==> config.mk <==
export PLATFORM = sky130hd
export DESIGN_NAME = sens_frame_progress
export DESIGN_NICKNAME = d
export VERILOG_FILES = /design/src/rtl/sens_frame_progress_pkg.sv /design/src/rtl/sens_frame_progress.sv
export SDC_FILE = /design/constraint.sdc
export NUM_CORES = 1
export LEC_CHECK = 0
export ABC_AREA = 1
export CAP_MARGIN = 25
export CORE_MARGIN = 2
export CORE_UTILIZATION = 60
export CTS_CLUSTER_DIAMETER = 120
export DETAILED_ROUTE_END_ITERATION = 12
export HOLD_SLACK_MARGIN = 0.15
export PLACE_DENSITY = 0.9
export REMOVE_ABC_BUFFERS = 1
export SLEW_MARGIN = 20
export SYNTH_ARGS = -nofsm -noshare
export SYNTH_HDL_FRONTEND = slang
export SYNTH_SLANG_ARGS = --single-unit
==> constraint.sdc <==
create_clock -name mclk -period 4.7 [get_ports mclk]
set_clock_uncertainty 0.15 [all_clocks]
set_input_delay 0.705 -clock mclk [delete_from_list [all_inputs] [get_ports mclk]]
set_output_delay 0.705 -clock mclk [all_outputs]
set_load 0.01 [all_outputs]
==> src/rtl/sens_frame_progress_pkg.sv <==
`default_nettype none
// ============================================================================
// Module      : sens_frame_progress_pkg
// Description : Shared sensor/compressor frame-sync definitions: channel state
//               encodings and default counter widths used by both ends.
// Revision    : 1.0 - initial release
// ============================================================================
package sens_frame_progress_pkg;

  // Channel state encoding shared by the sensor writer and the compressor
  typedef enum logic [1:0] {
    SFP_IDLE       = 2'd0,
    SFP_WAIT_START = 2'd1,
    SFP_ACTIVE     = 2'd2
  } sfp_state_t;

  // Default line counter width
  localparam int SFP_FRAME_HEIGHT_BITS = 16;
  // Default frame buffer index width
  localparam int SFP_LAST_FRAME_BITS   = 16;

endpackage : sens_frame_progress_pkg
`default_nettype wire

==> src/rtl/sens_frame_progress.sv <==
`default_nettype none
// ============================================================================
// Module      : sens_frame_progress
// Description : Tracks sensor frame write progress: completed line index,
//               frame buffer index, end-of-frame and delayed vsync pulses,
//               busy flag and overrun detection.
// Revision    : 1.0 - initial release
// ============================================================================
module sens_frame_progress
  import sens_frame_progress_pkg::*;
#(
  parameter int FRAME_HEIGHT_BITS = SFP_FRAME_HEIGHT_BITS,
  parameter int LAST_FRAME_BITS   = SFP_LAST_FRAME_BITS
) (
  input  logic                         mclk,
  input  logic                         rst_n,
  input  logic                         en,
  input  logic                         frame_start,
  input  logic                         line_done,
  input  logic [FRAME_HEIGHT_BITS-1:0] frame_height,
  input  logic [FRAME_HEIGHT_BITS-1:0] vsync_delay,
  input  logic [LAST_FRAME_BITS-1:0]   last_frame_number,
  input  logic                         single_frame_buf,
  output logic [FRAME_HEIGHT_BITS-1:0] line_unfinished,
  output logic [LAST_FRAME_BITS-1:0]   frame_number,
  output logic                         frame_done,
  output logic                         vsync_late,
  output logic                         frame_busy,
  output logic                         frame_overrun
);

  sfp_state_t state, state_next;

  // Configuration captured at each accepted frame_start
  logic [FRAME_HEIGHT_BITS-1:0] height_q;
  logic [FRAME_HEIGHT_BITS-1:0] vdelay_q;
  logic [LAST_FRAME_BITS-1:0]   last_q;
  logic                         single_q;

  // vsync_late still owed for the current frame; done_req delays frame_done
  logic vs_armed;
  logic done_req;

  logic                         start_ok;
  logic                         accept_start;
  logic                         restart;
  logic                         accept_line;
  logic                         last_line;
  logic [FRAME_HEIGHT_BITS-1:0] line_next;
  logic [FRAME_HEIGHT_BITS-1:0] vs_thr;
  logic [LAST_FRAME_BITS-1:0]   fn_next;
  logic                         vs_fire;

  // Zero-height frames are treated as if no frame_start arrived
  assign start_ok  = frame_start && (frame_height != '0);
  assign line_next = line_unfinished + 1'b1;

  // vsync threshold, buffer index successor and vsync trigger
  always_comb begin
    vs_thr = (vdelay_q < height_q) ? vdelay_q : height_q;
    fn_next = frame_number + 1'b1;
    if (single_q || (frame_number >= last_q)) begin
      fn_next = '0;
    end
    vs_fire = vs_armed && (line_unfinished == vs_thr);
  end

  // State register
  always_ff @(posedge mclk or negedge rst_n) begin
    if (!rst_n) begin
      state <= SFP_IDLE;
    end else begin
      state <= state_next;
    end
  end

  // Next state and event strobes; frame_start beats line_done, en beats all
  always_comb begin
    state_next   = state;
    accept_start = 1'b0;
    restart      = 1'b0;
    accept_line  = 1'b0;
    last_line    = 1'b0;
    if (!en) begin
      state_next = SFP_IDLE;
    end else begin
      case (state)
        SFP_IDLE: begin
          state_next = SFP_WAIT_START;
        end
        SFP_WAIT_START: begin
          if (start_ok) begin
            accept_start = 1'b1;
            state_next   = SFP_ACTIVE;
          end
        end
        SFP_ACTIVE: begin
          if (start_ok) begin
            accept_start = 1'b1;
            restart      = 1'b1;
          end else if (line_done && (line_unfinished < height_q)) begin
            accept_line = 1'b1;
            if (line_next == height_q) begin
              last_line  = 1'b1;
              state_next = SFP_WAIT_START;
            end
          end
        end
        default: begin
          state_next = SFP_IDLE;
        end
      endcase
    end
  end

  // Counters, latched configuration and output pulses
  always_ff @(posedge mclk or negedge rst_n) begin
    if (!rst_n) begin
      height_q        <= '0;
      vdelay_q        <= '0;
      last_q          <= '0;
      single_q        <= 1'b0;
      vs_armed        <= 1'b0;
      done_req        <= 1'b0;
      line_unfinished <= '0;
      frame_number    <= '0;
      frame_done      <= 1'b0;
      vsync_late      <= 1'b0;
      frame_busy      <= 1'b0;
      frame_overrun   <= 1'b0;
    end else if (!en) begin
      height_q        <= '0;
      vdelay_q        <= '0;
      last_q          <= '0;
      single_q        <= 1'b0;
      vs_armed        <= 1'b0;
      done_req        <= 1'b0;
      line_unfinished <= '0;
      frame_number    <= '0;
      frame_done      <= 1'b0;
      vsync_late      <= 1'b0;
      frame_busy      <= 1'b0;
      frame_overrun   <= 1'b0;
    end else begin
      frame_done    <= done_req;
      done_req      <= 1'b0;
      frame_overrun <= 1'b0;
      vsync_late    <= 1'b0;
      if (vs_fire) begin
        vsync_late <= 1'b1;
        vs_armed   <= 1'b0;
      end
      if (accept_start) begin
        height_q        <= frame_height;
        vdelay_q        <= vsync_delay;
        last_q          <= last_frame_number;
        single_q        <= single_frame_buf;
        line_unfinished <= '0;
        frame_busy      <= 1'b1;
        vs_armed        <= 1'b1;
        frame_overrun   <= restart;
        // A vsync still owed by an aborted frame is dropped
        if (restart) begin
          vsync_late <= 1'b0;
        end
      end
      if (accept_line) begin
        line_unfinished <= line_next;
        if (last_line) begin
          frame_number <= fn_next;
          frame_busy   <= 1'b0;
          done_req     <= 1'b1;
        end
      end
    end
  end

endmodule : sens_frame_progress
`default_nettype wire

## Word level (Yosys, flattened, before mapping)

Cells that the tools add are included.

- Flip-flop bits (word level): 89
- Output and inout port bits: 36

- Reduce and logical (&&, ||, !) cells: 9
- Equality and inequality tests: 13
- $lt $le $gt $ge: 3
- Multiplexer cells: 53
- $add $sub $neg: 2

Operators by type and width:

| operator | number |
|---|---|
| $mux 16 | 14 |
| $mux 1 | 33 |
| $add 16x1->16 const B | 2 |
| $eq 16x16->1 | 2 |
| $lt 16x16->1 | 2 |
| $ge 16x16->1 | 1 |
| $reduce_bool 16->1 | 1 |
| $ne 3x3->1 const B | 4 |
| $mux 2 | 5 |
| $ne 2x1->1 const B | 3 |
| $ne 3x1->1 const B | 2 |
| $pmux 2 s3 | 1 |
| $reduce_and 4->1 | 1 |
| $logic_and 1x1->1 | 3 |
| $eq 2x1->1 const B | 1 |
| $eq 2x2->1 const B | 1 |
| $logic_not 2->1 | 1 |
| $reduce_and 2->1 | 1 |
| $reduce_or 2->1 | 1 |
| $logic_or 1x1->1 | 1 |

## Depth between registers and ports, before layout

Gate-level depths: netlist of run 1.

- Depth after elaboration: 10
- Depth in mapped cells: 21
- Gate-level depth less buffers: 20

## Worst setup path after synthesis of run 1

No wires, ideal clock.

- Kind: flip-flop to flip-flop
- Start point: reg line_unfinished[3]
- End point: reg line_unfinished[13]
- Data arrival time: 2.292 ns
- Slack: 2.126 ns
- Path buffers: 1
- Clock period less this slack: 2.574 ns
- Data required time: 4.417 ns
- Setup time: 0.133 ns
- Cell stages (with the launch flop): 12
- Cell sequence: dfrtp_1 -> ha_1 -> a21oi_1 -> o21ai_0 -> nor3b_1 -> o21ai_0 -> nand3_1 -> nor3_1 -> inv_1 -> nand2_1 -> buf_2 -> o22ai_1

- Longest elaborated chain between the ends: 8

RTL lines:

| what | line | source |
|---|---|---|
| start: declaration | sens_frame_progress.sv:24 | `output logic [FRAME_HEIGHT_BITS-1:0] line_unfinished,` |
| start signal: assignment | sens_frame_progress.sv:168 | `line_unfinished <= line_next;` |
| $lt 16x16->1 | sens_frame_progress.sv:101 | `end else if (line_done && (line_unfinished < height_q)) begin` |
| $logic_and 1x1->1 | sens_frame_progress.sv:101 |  |
| $mux 1 | sens_frame_progress.sv:101 |  |
| $mux 1 | sens_frame_progress.sv:98 | `if (start_ok) begin` |
| $mux 1 | sens_frame_progress.sv:87 | `case (state)` |
| $mux 1 | sens_frame_progress.sv:84 | `if (!en) begin` |
| $mux 16 | sens_frame_progress.sv:167 | `if (accept_line) begin` |
| $mux 16 | sens_frame_progress.sv:131 | `end else if (!en) begin` |

Parallel ways exist; a longest one is shown, timed or not.
A chain may end at the register's enable or synchronous reset.

## Worst setup path in the final report of run 1

- Start point: in frame_height[3]
- End point: reg line_unfinished[0]

- Longest elaborated chain between the ends: 7

RTL lines:

| what | line | source |
|---|---|---|
| start: declaration | sens_frame_progress.sv:20 | `input logic [FRAME_HEIGHT_BITS-1:0] frame_height,` |
| $reduce_bool 16->1 (*) | sens_frame_progress.sv:55 | `assign start_ok = frame_start && (frame_height != '0);` |
| $logic_and 1x1->1 (*) | sens_frame_progress.sv:55 |  |
| $mux 1 | sens_frame_progress.sv:98 |  |
| $mux 1 | sens_frame_progress.sv:87 |  |
| $mux 1 | sens_frame_progress.sv:84 |  |
| $mux 16 | sens_frame_progress.sv:167 |  |
| $mux 16 | sens_frame_progress.sv:131 |  |

Every way passes the cells marked *; elsewhere a longest branch is shown, timed or not.

==> impl_metrics.env, run 1 <==
export IMPL_outcome="complete, no violations"
export IMPL_clkSinkCount=89
export IMPL_yosysWarningCount=0
export IMPL_final_nets=1044
export IMPL_instances_no_fill=1078
export IMPL_initial_utilization_pct=61.5
export IMPL_cap_viol_max_count=0
export IMPL_synthesis_area_um2=6320
export IMPL_cp_data_required_time_ns=4.80
export IMPL_rows=37
export IMPL_ant_nets=0
export IMPL_tns_ns=0
export IMPL_synth_avg_cell_area_um2=7.33
export IMPL_period_share_pct=77.9
export IMPL_cts_made_buffers=9
export IMPL_worstPathArrival_ns=3.76
export IMPL_overall_fraction_of_global_route_tracks_in_use_pct=30.2
export IMPL_grt_max_degree=92
export IMPL_post_cts_setup_buffers=0
export IMPL_post_synth_num_cell_types=38
export IMPL_dieArea_um2=11400
export IMPL_clock_path_buffers=2
export IMPL_insertedDiodeCount=0
export IMPL_clock_tree_from_tritoncts="yes"
export IMPL_drt_drc_violations_left=0
export IMPL_grt_setup_unrepaired="no"
export IMPL_drtPass1Iterations=5
export IMPL_hold_buffers=0
export IMPL_fp_coreArea_um2=10300
export IMPL_chipWidth_um=107
export IMPL_endpoint_kind="flip-flop"
export IMPL_mostFrequentLayoutCell="sky130_fd_sc_hd__nand2_1"
export IMPL_final_layout_size_suffix_gt1_share_pct=6.05
export IMPL_finalWirelength_um=16300
export IMPL_clock_tree_htree_level_count=3
export IMPL_grt_antenna_before_repair=0
export IMPL_timing_critical_path_buf_inv=3
export IMPL_critical_path_class="input pin to flip-flop"
export IMPL_post_synth_inst_count=862
export IMPL_pins_over_slew_limit=0
export IMPL_postCtsResizedCells=0
export IMPL_grt_first_pass_wirelength_um=27200
export IMPL_cts_root_buffer_cell="sky130_fd_sc_hd__clkbuf_8"
export IMPL_cts_clk_slew_worst_paths_ns=0.10
export IMPL_p_per_area_nw_per_um2=342
export IMPL_power_leakage_nw=3.69
export IMPL_path_cells="clkdlybuf4s50_1 > nor4_1 > nand4_1 > nand2_1 > inv_1 > nor3_1 > inv_1 > nand2_1 > o21ai_0"
export IMPL_holdCritPathClass="input pin to asynchronous set/reset pin"
export IMPL_place_hpwl_um=11800
export IMPL_wl_met1_um=6810
export IMPL_critical_path_startpoint_type="input pin"
export IMPL_vias=6136
export IMPL_cpPeakStageDelay_ns=0.73
export IMPL_ios=90
export IMPL_relSlewSlack_pct=35.7
export IMPL_clk_latency_ns=0.39
export IMPL_placed_cells_incl_taps=1062
export IMPL_mostFrequentLayoutCells="214 x sky130_fd_sc_hd__nand2_1, 116 x sky130_fd_sc_hd__nand3_1, 100 x sky130_fd_sc_hd__inv_1"
export IMPL_detail_route_vias_per_cell=5.69
export IMPL_first_global_vias=5830
export IMPL_area_growth_pct=18.5
export IMPL_power_ir_vdd_worst_v=0.000250
export IMPL_detailedRoute_firstIterationViolations=362
export IMPL_placement_io_buffers=89
export IMPL_fillerInstances=835
export IMPL_fmax_ghz=0.273
export IMPL_critical_path_peak_fanout=16
export IMPL_timing_hold_violations_final=0
export IMPL_cpMaxStageDelayCell="sky130_fd_sc_hd__nor4_1"
export IMPL_finalSetupViolCount=0
export IMPL_max_slew_worst_pin_slew_ns=0.964
export IMPL_globalplace_congestion=0.933
export IMPL_met3_wirelength_um=1180
export IMPL_finalWorstPathRequiredPeriod_ns=3.66
export IMPL_routedWlPerCell_um=15.1
export IMPL_yosysSeqAreaShare_pct=35.3
export IMPL_highest_signal_layer="met4"
export IMPL_route_met2_wl_um=7730
export IMPL_floorplan_die_height_um=107
export IMPL_globalRouteOverflowTotal=0
export IMPL_path_delay_family="simple AND/OR/NAND/NOR gates"
export IMPL_yosys_register_bits=89
cell type report:
class / instances / area, um^2 / area share, %
flip-flops and latches: 89 / 2230 / 29.8
inverters: 106 / 398 / 5.32
clock inverters: 6 / 72.6 / 0.969
repair buffers: 94 / 923 / 12.3
clock buffers: 10 / 128 / 1.70
well taps: 136 / 170 / 2.27
multi-input cells: 637 / 3570 / 47.7
registers in the layout (all words and copies together), names as in the netlist:
register and count:
done_req 1, frame_busy 1, frame_done 1, frame_number 16, frame_overrun 1, height_q 16
last_q 16, line_unfinished 16, single_q 1, state 2, vdelay_q 16, vs_armed 1
vsync_late 1
cells by family (layout without fill, tap and decap cells):
family	count (synthesis)	after routing	share of synthesized area [%]
XOR/XNOR	21	21	2.91
adder cells (fa/ha/maj)	53	53	10.5
flip-flops	89	89	35.3
AND/OR/NAND/NOR	454	454	33.8
AO/OA/AOI/OAI	109	109	9.23
buffers and inverters	136	216	8.32
path summary, 6_finish.rpt:
path                                  from                 end  slack [ns]  depth (start not counted)
max                        frame_height[3]  line_unfinished[0]        1.04                          9
min                                  rst_n  line_unfinished[5]        0.22                          1
max reg2reg                    height_q[5]            vs_armed        1.10                         18
min reg2reg                       done_req          frame_done        0.30                          2
max in group asynchronous            rst_n           last_q[2]        3.27                          2
min in group mclk                 done_req          frame_done        0.30                          2
routing by layer:
| metal | vias to the layer above | GRT usage [%] |
|---|---|---|
| li1 | 3008 | - |
| met1 | 2846 | 37.8 |
| met2 | 232 | 49.5 |
| met3 | 50 | 7.84 |
| met4 | 0 | 12.8 |
| met5 | - | 0 |
through the flow:
step | hold WS, ns | utilization, % | area [um^2] | power, mW | setup slack (ns)
floorplan | 0.259 | - | 6190 | 1.67 | 1.16
global placement | 0.281 | 70.9 | 7290 | 1.96 | 0.791
detailed placement | 0.280 | 70.9 | 7290 | 2.00 | 0.805
CTS | 0.236 | 72.8 | 7490 | 2.56 | 1.13
global route | 0.278 | 72.8 | 7490 | 2.78 | 0.672
finish | 0.224 | 72.8 | 7490 | 2.56 | 1.04
worst register-to-register path: cells and delay by family (launching register included):
kind	cells	cell delay [ns]
AND/OR/NAND/NOR	14	2.35
buffers and inverters	2	0.21
AO/OA/AOI/OAI	1	0.13
adder cells (fa/ha/maj)	1	0.27
flip-flops	1	0.40
cell usage after synthesis:
cell / count / area, um^2
sky130_fd_sc_hd__nand2_1: 215 / 807
sky130_fd_sc_hd__nand3_1: 116 / 581
sky130_fd_sc_hd__inv_1: 100 / 375
sky130_fd_sc_hd__dfrtp_1: 89 / 2230
sky130_fd_sc_hd__o21ai_0: 60 / 300
sky130_fd_sc_hd__ha_1: 53 / 663
sky130_fd_sc_hd__nor2_1: 51 / 191
sky130_fd_sc_hd__a21oi_1: 26 / 130
sky130_fd_sc_hd__nand4_1: 26 / 163
sky130_fd_sc_hd__clkbuf_1: 20 / 75.1
sky130_fd_sc_hd__xor2_1: 19 / 166
sky130_fd_sc_hd__o22ai_1: 14 / 87.6
sky130_fd_sc_hd__nand3_2: 13 / 130
sky130_fd_sc_hd__nor3_1: 6 / 30.0
sky130_fd_sc_hd__buf_1: 5 / 18.8
sky130_fd_sc_hd__inv_2: 4 / 15.0
sky130_fd_sc_hd__nor2_2: 4 / 25.0
sky130_fd_sc_hd__nor3b_1: 4 / 30.0
sky130_fd_sc_hd__nor4_1: 4 / 25.0
sky130_fd_sc_hd__o211ai_1: 4 / 30.0
sky130_fd_sc_hd__buf_2: 3 / 15.0
sky130_fd_sc_hd__nand2_2: 3 / 18.8
sky130_fd_sc_hd__and2_1: 2 / 12.5
sky130_fd_sc_hd__clkinv_1: 2 / 7.51
sky130_fd_sc_hd__nor2_4: 2 / 22.5
sky130_fd_sc_hd__nor3_2: 2 / 20.0
sky130_fd_sc_hd__o21ai_1: 2 / 10.0
sky130_fd_sc_hd__o21ai_2: 2 / 17.5
sky130_fd_sc_hd__xnor2_1: 2 / 17.5
sky130_fd_sc_hd__and3_1: 1 / 6.26
sky130_fd_sc_hd__buf_4: 1 / 7.51
sky130_fd_sc_hd__buf_6: 1 / 11.3
sky130_fd_sc_hd__nand2_4: 1 / 11.3
sky130_fd_sc_hd__nand3_4: 1 / 17.5
sky130_fd_sc_hd__nand3b_1: 1 / 7.51
sky130_fd_sc_hd__nor2_8: 1 / 20.0
sky130_fd_sc_hd__nor3_4: 1 / 16.3
sky130_fd_sc_hd__o21a_1: 1 / 7.51
report_power, final:
part           switching, mW  leakage, nW  internal [mW]
logic                  0.696         2.40          0.375
clock network          0.307       0.0983          0.254
registers             0.0638         1.19          0.862
Note: power is estimated with default switching activity, not from simulation.
==> inputs of run 2 (changes only) <==
CORE_UTILIZATION = 50   (was 60)
PLACE_DENSITY = 0.8   (was 0.9)
clock period = 3.25 ns   (was 4.7 ns; I/O delays follow)
==> run 2 against run 1 <==
  * Utilization is 10 points lower
  * Worst setup slack worse by 0.74 ns
  * Global-route usage is 3.8 points lower
  * Critical path type is now flip-flop to flip-flop
  * Highest routed layer unchanged
==> impl_metrics.env, run 2 (synthesis gave the netlist of run 1 again) <==
export IMPL_cp_data_required_time_ns=3.35
export IMPL_hold_buffers=1
export IMPL_internal_pwr_total_mw=2.53
export IMPL_drt_drc_violations_left=0
export IMPL_drtPass1Iterations=7
export IMPL_grt_antenna_before_repair=0
export IMPL_clk_latency_ns=0.35
export IMPL_ant_nets=0
export IMPL_finalWorstPathRequiredPeriod_ns=2.95
export IMPL_initial_utilization_pct=50.7
export IMPL_max_slew_worst_pin_slew_ns=0.722
export IMPL_overall_fraction_of_global_route_tracks_in_use_pct=26.4
export IMPL_final_layout_size_suffix_gt1_share_pct=7.12
export IMPL_pwr_share_comb_pct=39.3
export IMPL_cts_root_buffer_cell="sky130_fd_sc_hd__clkbuf_16"
export IMPL_holdCritPathClass="flip-flop to flip-flop"
export IMPL_critical_path_class="flip-flop to flip-flop"
export IMPL_critical_path_startpoint_type="flip-flop"
export IMPL_regToRegSetupSlack_ns=0.30
export IMPL_fp_coreArea_um2=12500
export IMPL_insertedDiodeCount=0
export IMPL_area_growth_pct=23.1
export IMPL_cts_made_buffers=9
export IMPL_mostFrequentLayoutCells="214 x sky130_fd_sc_hd__nand2_1, 116 x sky130_fd_sc_hd__nand3_1, 100 x sky130_fd_sc_hd__inv_1"
export IMPL_power_switching_fraction_pct=38.2
export IMPL_final_core_utilization_pct=62.4
export IMPL_grt_setup_unrepaired="no"
export IMPL_dieArea_um2=13600
export IMPL_power_ir_vdd_worst_v=0.000237
export IMPL_final_cell_area_um2=7780
export IMPL_timing_hold_violations_final=0
export IMPL_globalRouteOverflowTotal=0
export IMPL_placed_cell_area_um2=7450
export IMPL_critical_path_peak_fanout=15
export IMPL_chipWidth_um=116
export IMPL_mostFrequentLayoutCell="sky130_fd_sc_hd__nand2_1"
export IMPL_cpMostUsedCell="sky130_fd_sc_hd__o21ai_0"
export IMPL_postCtsResizedCells=0
export IMPL_worstPathArrival_ns=3.05
export IMPL_fillerInstances=1108
export IMPL_globalplace_congestion=0.966
export IMPL_power_frac_clock_pct=27.9
export IMPL_power_leakage_nw=3.81
export IMPL_critical_path_startpoint="line_unfinished[3]"
export IMPL_finalWirelength_um=17100
export IMPL_crit_reg2reg_launch="line_unfinished[3]"
export IMPL_grt_first_pass_wirelength_um=27900
export IMPL_post_cts_setup_buffers=0
export IMPL_outcome="complete, no violations"
export IMPL_relSlewSlack_pct=51.9
export IMPL_pwr_share_seq_pct=32.8
export IMPL_floorplan_die_height_um=116
export IMPL_clkSinkCount=89
export IMPL_cpMaxStageDelayCell="sky130_fd_sc_hd__dfrtp_1"
export IMPL_worstHoldPathCells=2
export IMPL_timing_final_ws_setup_ns=0.303
export IMPL_total_power_mw=4.10
export IMPL_clock_tree_htree_level_count=3
export IMPL_grt_max_degree=90
export IMPL_placement_io_buffers=89
export IMPL_pins_over_slew_limit=0
export IMPL_critical_path_endpoint="line_unfinished[6]"
export IMPL_cts_clk_slew_worst_paths_ns=0.06
export IMPL_power_switching_mw=1.57
export IMPL_fmax_ghz=0.339
export IMPL_finalSetupViolCount=0
export IMPL_routedWlPerCell_um=15.2
export IMPL_endpoint_kind="flip-flop"
export IMPL_cap_viol_max_count=0
export IMPL_first_global_vias=5800
export IMPL_clock_path_buffers=2
export IMPL_vias=6094
export IMPL_reg2reg_depth=10
export IMPL_ios=90
export IMPL_r2r_end="line_unfinished[6]"
export IMPL_clock_tree_from_tritoncts="yes"
export IMPL_p_per_area_nw_per_um2=527
export IMPL_place_hpwl_um=12700
export IMPL_final_nets=1057
export IMPL_detail_route_vias_per_cell=5.41
export IMPL_pre_cts_slack_ns=0.267
export IMPL_cpPeakStageDelay_ns=0.48
export IMPL_detailedRoute_firstIterationViolations=385
export IMPL_rows=41
export IMPL_path_cells="ha_1 > a21oi_1 > o21ai_0 > nor3b_1 > o21ai_0 > nand3_1 > nor3_1 > inv_1 > buf_4 > o22ai_1"
export IMPL_period_share_pct=90.7
-- run 2: cell count changes in the layout (fill, tap and decap cells not counted) --
cell,change
sky130_fd_sc_hd__dlygate4sd3_1,+1
sky130_fd_sc_hd__clkbuf_16,+9
sky130_fd_sc_hd__clkinv_4,+1
sky130_fd_sc_hd__inv_6,-4
sky130_fd_sc_hd__bufinv_16,+1
sky130_fd_sc_hd__buf_4,+10
sky130_fd_sc_hd__clkbuf_8,-8
sky130_fd_sc_hd__buf_12,+2
sky130_fd_sc_hd__clkbuf_1,+1
-- run 2: routing by layer --
metal / track usage, % / part of all wire, % / routed length, um
met5: 0 / 0 / 0
met4: 10.6 / 2.7 / 454
met3: 5.09 / 6.5 / 1110
met2: 43.6 / 46 / 7930
met1: 34.1 / 44 / 7600
-- run 2: layout make-up --
type                            count  area, um^2  area share (%)
Multi-Input combinational cell    637        3570            45.9
Sequential cell                    89        2230            28.6
Timing Repair Buffer              107        1050            13.5
Inverter                          106         398            5.12
Clock buffer                       12         246            3.17
Tap cell                          172         215            2.77
Clock inverter                      4        76.3           0.981
-- run 2: power groups by stage --
stage / clock network [mW] / logic [mW] / registers (mW)
after global placement: 0 / 1.56 / 1.36
after global routing: 1.22 / 1.84 / 1.36
after detailed placement: 0 / 1.60 / 1.36
final: 1.14 / 1.61 / 1.34
after CTS: 1.17 / 1.61 / 1.34
after floorplan: 0 / 1.07 / 1.33
-- run 2: worst min-delay path by stage --
stage                     startpoint          to  slack [ns]
after CTS                   done_req  frame_done        0.33
after detailed placement    done_req  frame_done        0.32
after global routing        done_req  frame_done        0.36
final                       done_req  frame_done        0.33
after global placement      done_req  frame_done        0.31
after floorplan                rst_n    done_req        0.04
-- run 2: metrics by stage --
stage / instances / TNS [ns] / hold WS, ns
6_report: 1127 / 0 / 0.330
5_1_grt: 1127 / 0 / 0.356
4_1_cts: 1127 / 0 / 0.334
3_5_place_dp: 1110 / 0 / 0.316
3_3_place_gp: 1110 / 0 / 0.314
2_1_floorplan: 832 / -0.632 / 0.0419
-- run 2: worst max-delay path, delay by kind of cell (launching register included) --
family	cells	cell delay, ns
flops	1	0.48
buf+inv	2	0.32
fa+ha+maj	1	0.36
simple gates	3	0.87
compound gates	4	0.66
==> inputs of run 3 (changes only) <==
GPL_TIMING_DRIVEN = 0   (was unset)
SLEW_MARGIN = 30   (was 20)
==> run 3 against run 2 <==
  * Total power shrank 1.5%
  * Clock-buffer cell count shrank 2
  * Cell count fell by 0.80%
  * Non-clock buffer count fell by 9
  * Wire length shrank 2.2%
  * Die area unchanged
  * Combinational power rose by 4%
  * First-iteration DRC count increased by 4.4%
  * Global-route usage down 0.68 points
  * Critical path type is now input pin to flip-flop
  * Critical endpoint is now line_unfinished[13]
  * Highest routed layer unchanged
==> impl_metrics.env, run 3 (synthesis gave the netlist of run 1 again) <==
export IMPL_globalRouteOverflowTotal=0
export IMPL_placement_io_buffers=89
export IMPL_chipWidth_um=116
export IMPL_final_nets=1048
export IMPL_drt_drc_violations_left=0
export IMPL_initial_utilization_pct=50.7
export IMPL_mostFrequentLayoutCells="211 x sky130_fd_sc_hd__nand2_1, 116 x sky130_fd_sc_hd__nand3_1, 98 x sky130_fd_sc_hd__inv_1"
export IMPL_globalplace_congestion=0.954
export IMPL_period_share_pct=92.8
export IMPL_dieArea_um2=13600
export IMPL_final_layout_size_suffix_gt1_share_pct=7.19
export IMPL_ant_nets=0
export IMPL_critical_hold_path_startpoint="done_req"
export IMPL_cts_root_buffer_cell="sky130_fd_sc_hd__clkbuf_16"
export IMPL_clock_tree_from_tritoncts="yes"
export IMPL_first_global_vias=5620
export IMPL_cts_clk_slew_worst_paths_ns=0.07
export IMPL_grt_antenna_before_repair=0
export IMPL_power_ir_vdd_worst_v=0.000378
export IMPL_final_core_utilization_pct=62.2
export IMPL_finalWorstPathRequiredPeriod_ns=3.02
export IMPL_critical_path_peak_fanout=44
export IMPL_tns_ns=0
export IMPL_ios=90
export IMPL_instances_no_fill=1118
export IMPL_clkSinkCount=89
export IMPL_grt_max_degree=65
export IMPL_drtPass1Iterations=5
export IMPL_max_slew_worst_pin_slew_ns=0.783
export IMPL_mostFrequentLayoutCell="sky130_fd_sc_hd__nand2_1"
export IMPL_crit_reg2reg_launch="height_q[11]"
export IMPL_power_leakage_nw=3.77
export IMPL_outcome="complete, no violations"
export IMPL_detailedRoute_firstIterationViolations=402
export IMPL_clk_latency_ns=0.36
export IMPL_endpoint_kind="flip-flop"
export IMPL_pins_over_slew_limit=0
export IMPL_critical_path_startpoint_type="input pin"
export IMPL_cts_made_buffers=9
export IMPL_fillerInstances=1117
export IMPL_routedWlPerCell_um=15.0
export IMPL_place_hpwl_um=12100
export IMPL_grt_first_pass_wirelength_um=27200
export IMPL_finalWirelength_um=16700
export IMPL_critical_path_class="input pin to flip-flop"
export IMPL_floorplan_die_height_um=116
export IMPL_total_power_mw=4.04
export IMPL_detail_route_vias_per_cell=5.43
export IMPL_area_growth_pct=22.7
export IMPL_clock_path_buffers=2
export IMPL_timing_hold_violations_final=0
export IMPL_relSlewSlack_pct=47.7
export IMPL_critical_path_startpoint="frame_height[7]"
export IMPL_cp_data_required_time_ns=3.37
export IMPL_finalSetupViolCount=0
export IMPL_clock_tree_htree_level_count=3
export IMPL_overall_fraction_of_global_route_tracks_in_use_pct=25.7
export IMPL_worstPathArrival_ns=3.13
export IMPL_fp_coreArea_um2=12500
export IMPL_placed_cells_incl_taps=1096
export IMPL_rows=41
export IMPL_insertedDiodeCount=0
export IMPL_cap_viol_max_count=0
export IMPL_holdCritPathClass="flip-flop to flip-flop"
export IMPL_vias=6070
export IMPL_p_per_area_nw_per_um2=521
export IMPL_fmax_ghz=0.332
-- run 3: changes by cell type in the layout (fill, tap and decap cells not counted), sizes merged --
cell,before,now
clkinv,3,4
buf,19,10
clkinvlp,1,3
bufinv,2,0
inv,104,105
clkbuf,12,10
-- run 3: repair_timing --
action / 4_1_cts / 5_1_grt
endpoints found under the hold margin: 25 / 0
cloned: 0 / 0
resized for setup: 5 / 4
buffers inserted: 0 / 5
hold buffers: 1 / 0
pin swaps: 0 / 1
endpoints found under the setup margin: 18 / 18
-- run 3: per-stage QoR --
step,cell area (um^2),hold slack [ns],setup WS (ns)
after detailed placement,7370,0.220,-0.587
after global routing,7750,0.343,-0.0215
after CTS,7690,0.324,0.0145
after floorplan,6190,0.0419,-0.0716
after global placement,7300,0.306,-5.02
final,7750,0.319,0.234
-- run 3: report_power, final --
group	switching (mW)	internal [mW]	leakage [nW]	total (mW)
sequential	0.0950	1.25	1.19	1.34
combinational	1.05	0.622	2.44	1.67
clock	0.477	0.547	0.136	1.02
-- run 3: final cells by class --
type,count,area [um^2],share of cell area [%]
Sequential cell,89,2230,28.7
Multi-Input combinational cell,637,3600,46.5
Tap cell,172,215,2.78
Inverter,106,402,5.18
Clock inverter,6,50.0,0.646
Timing Repair Buffer,98,1020,13.1
Clock buffer,10,239,3.08
-- run 3: critical path: stages --
cell and delay [ns]:
sky130_fd_sc_hd__clkdlybuf4s50_1 0.42, sky130_fd_sc_hd__nor4_1 0.65, sky130_fd_sc_hd__nand4_1 0.16, sky130_fd_sc_hd__nand2_1 0.13, sky130_fd_sc_hd__inv_1 0.10, sky130_fd_sc_hd__nand2_1 0.17
sky130_fd_sc_hd__nand2_4 0.27, sky130_fd_sc_hd__clkinvlp_4 0.34, sky130_fd_sc_hd__nand2_4 0.20, sky130_fd_sc_hd__o22ai_1 0.19
-- run 3: worst paths after layout --
check / endpoint / slack (ns) / depth (start not counted)
hold reg to reg: frame_done / 0.32 / 2
hold / removal: frame_done / 0.32 / 2
max in group asynchronous: frame_number[3] / 1.94 / 3
setup / recovery: line_unfinished[13] / 0.23 / 10
setup reg to reg: vs_armed / 0.25 / 17
min in group asynchronous: line_unfinished[4] / 0.41 / 2
-- run 3: metal layers --
metal	part of all wire, %	vias up	track usage [%]
met5	0	-	0
met4	1.9	0	8.41
met3	6.0	26	6.02
met2	48	188	41.3
met1	44	2841	34.4
li1	-	3015	-
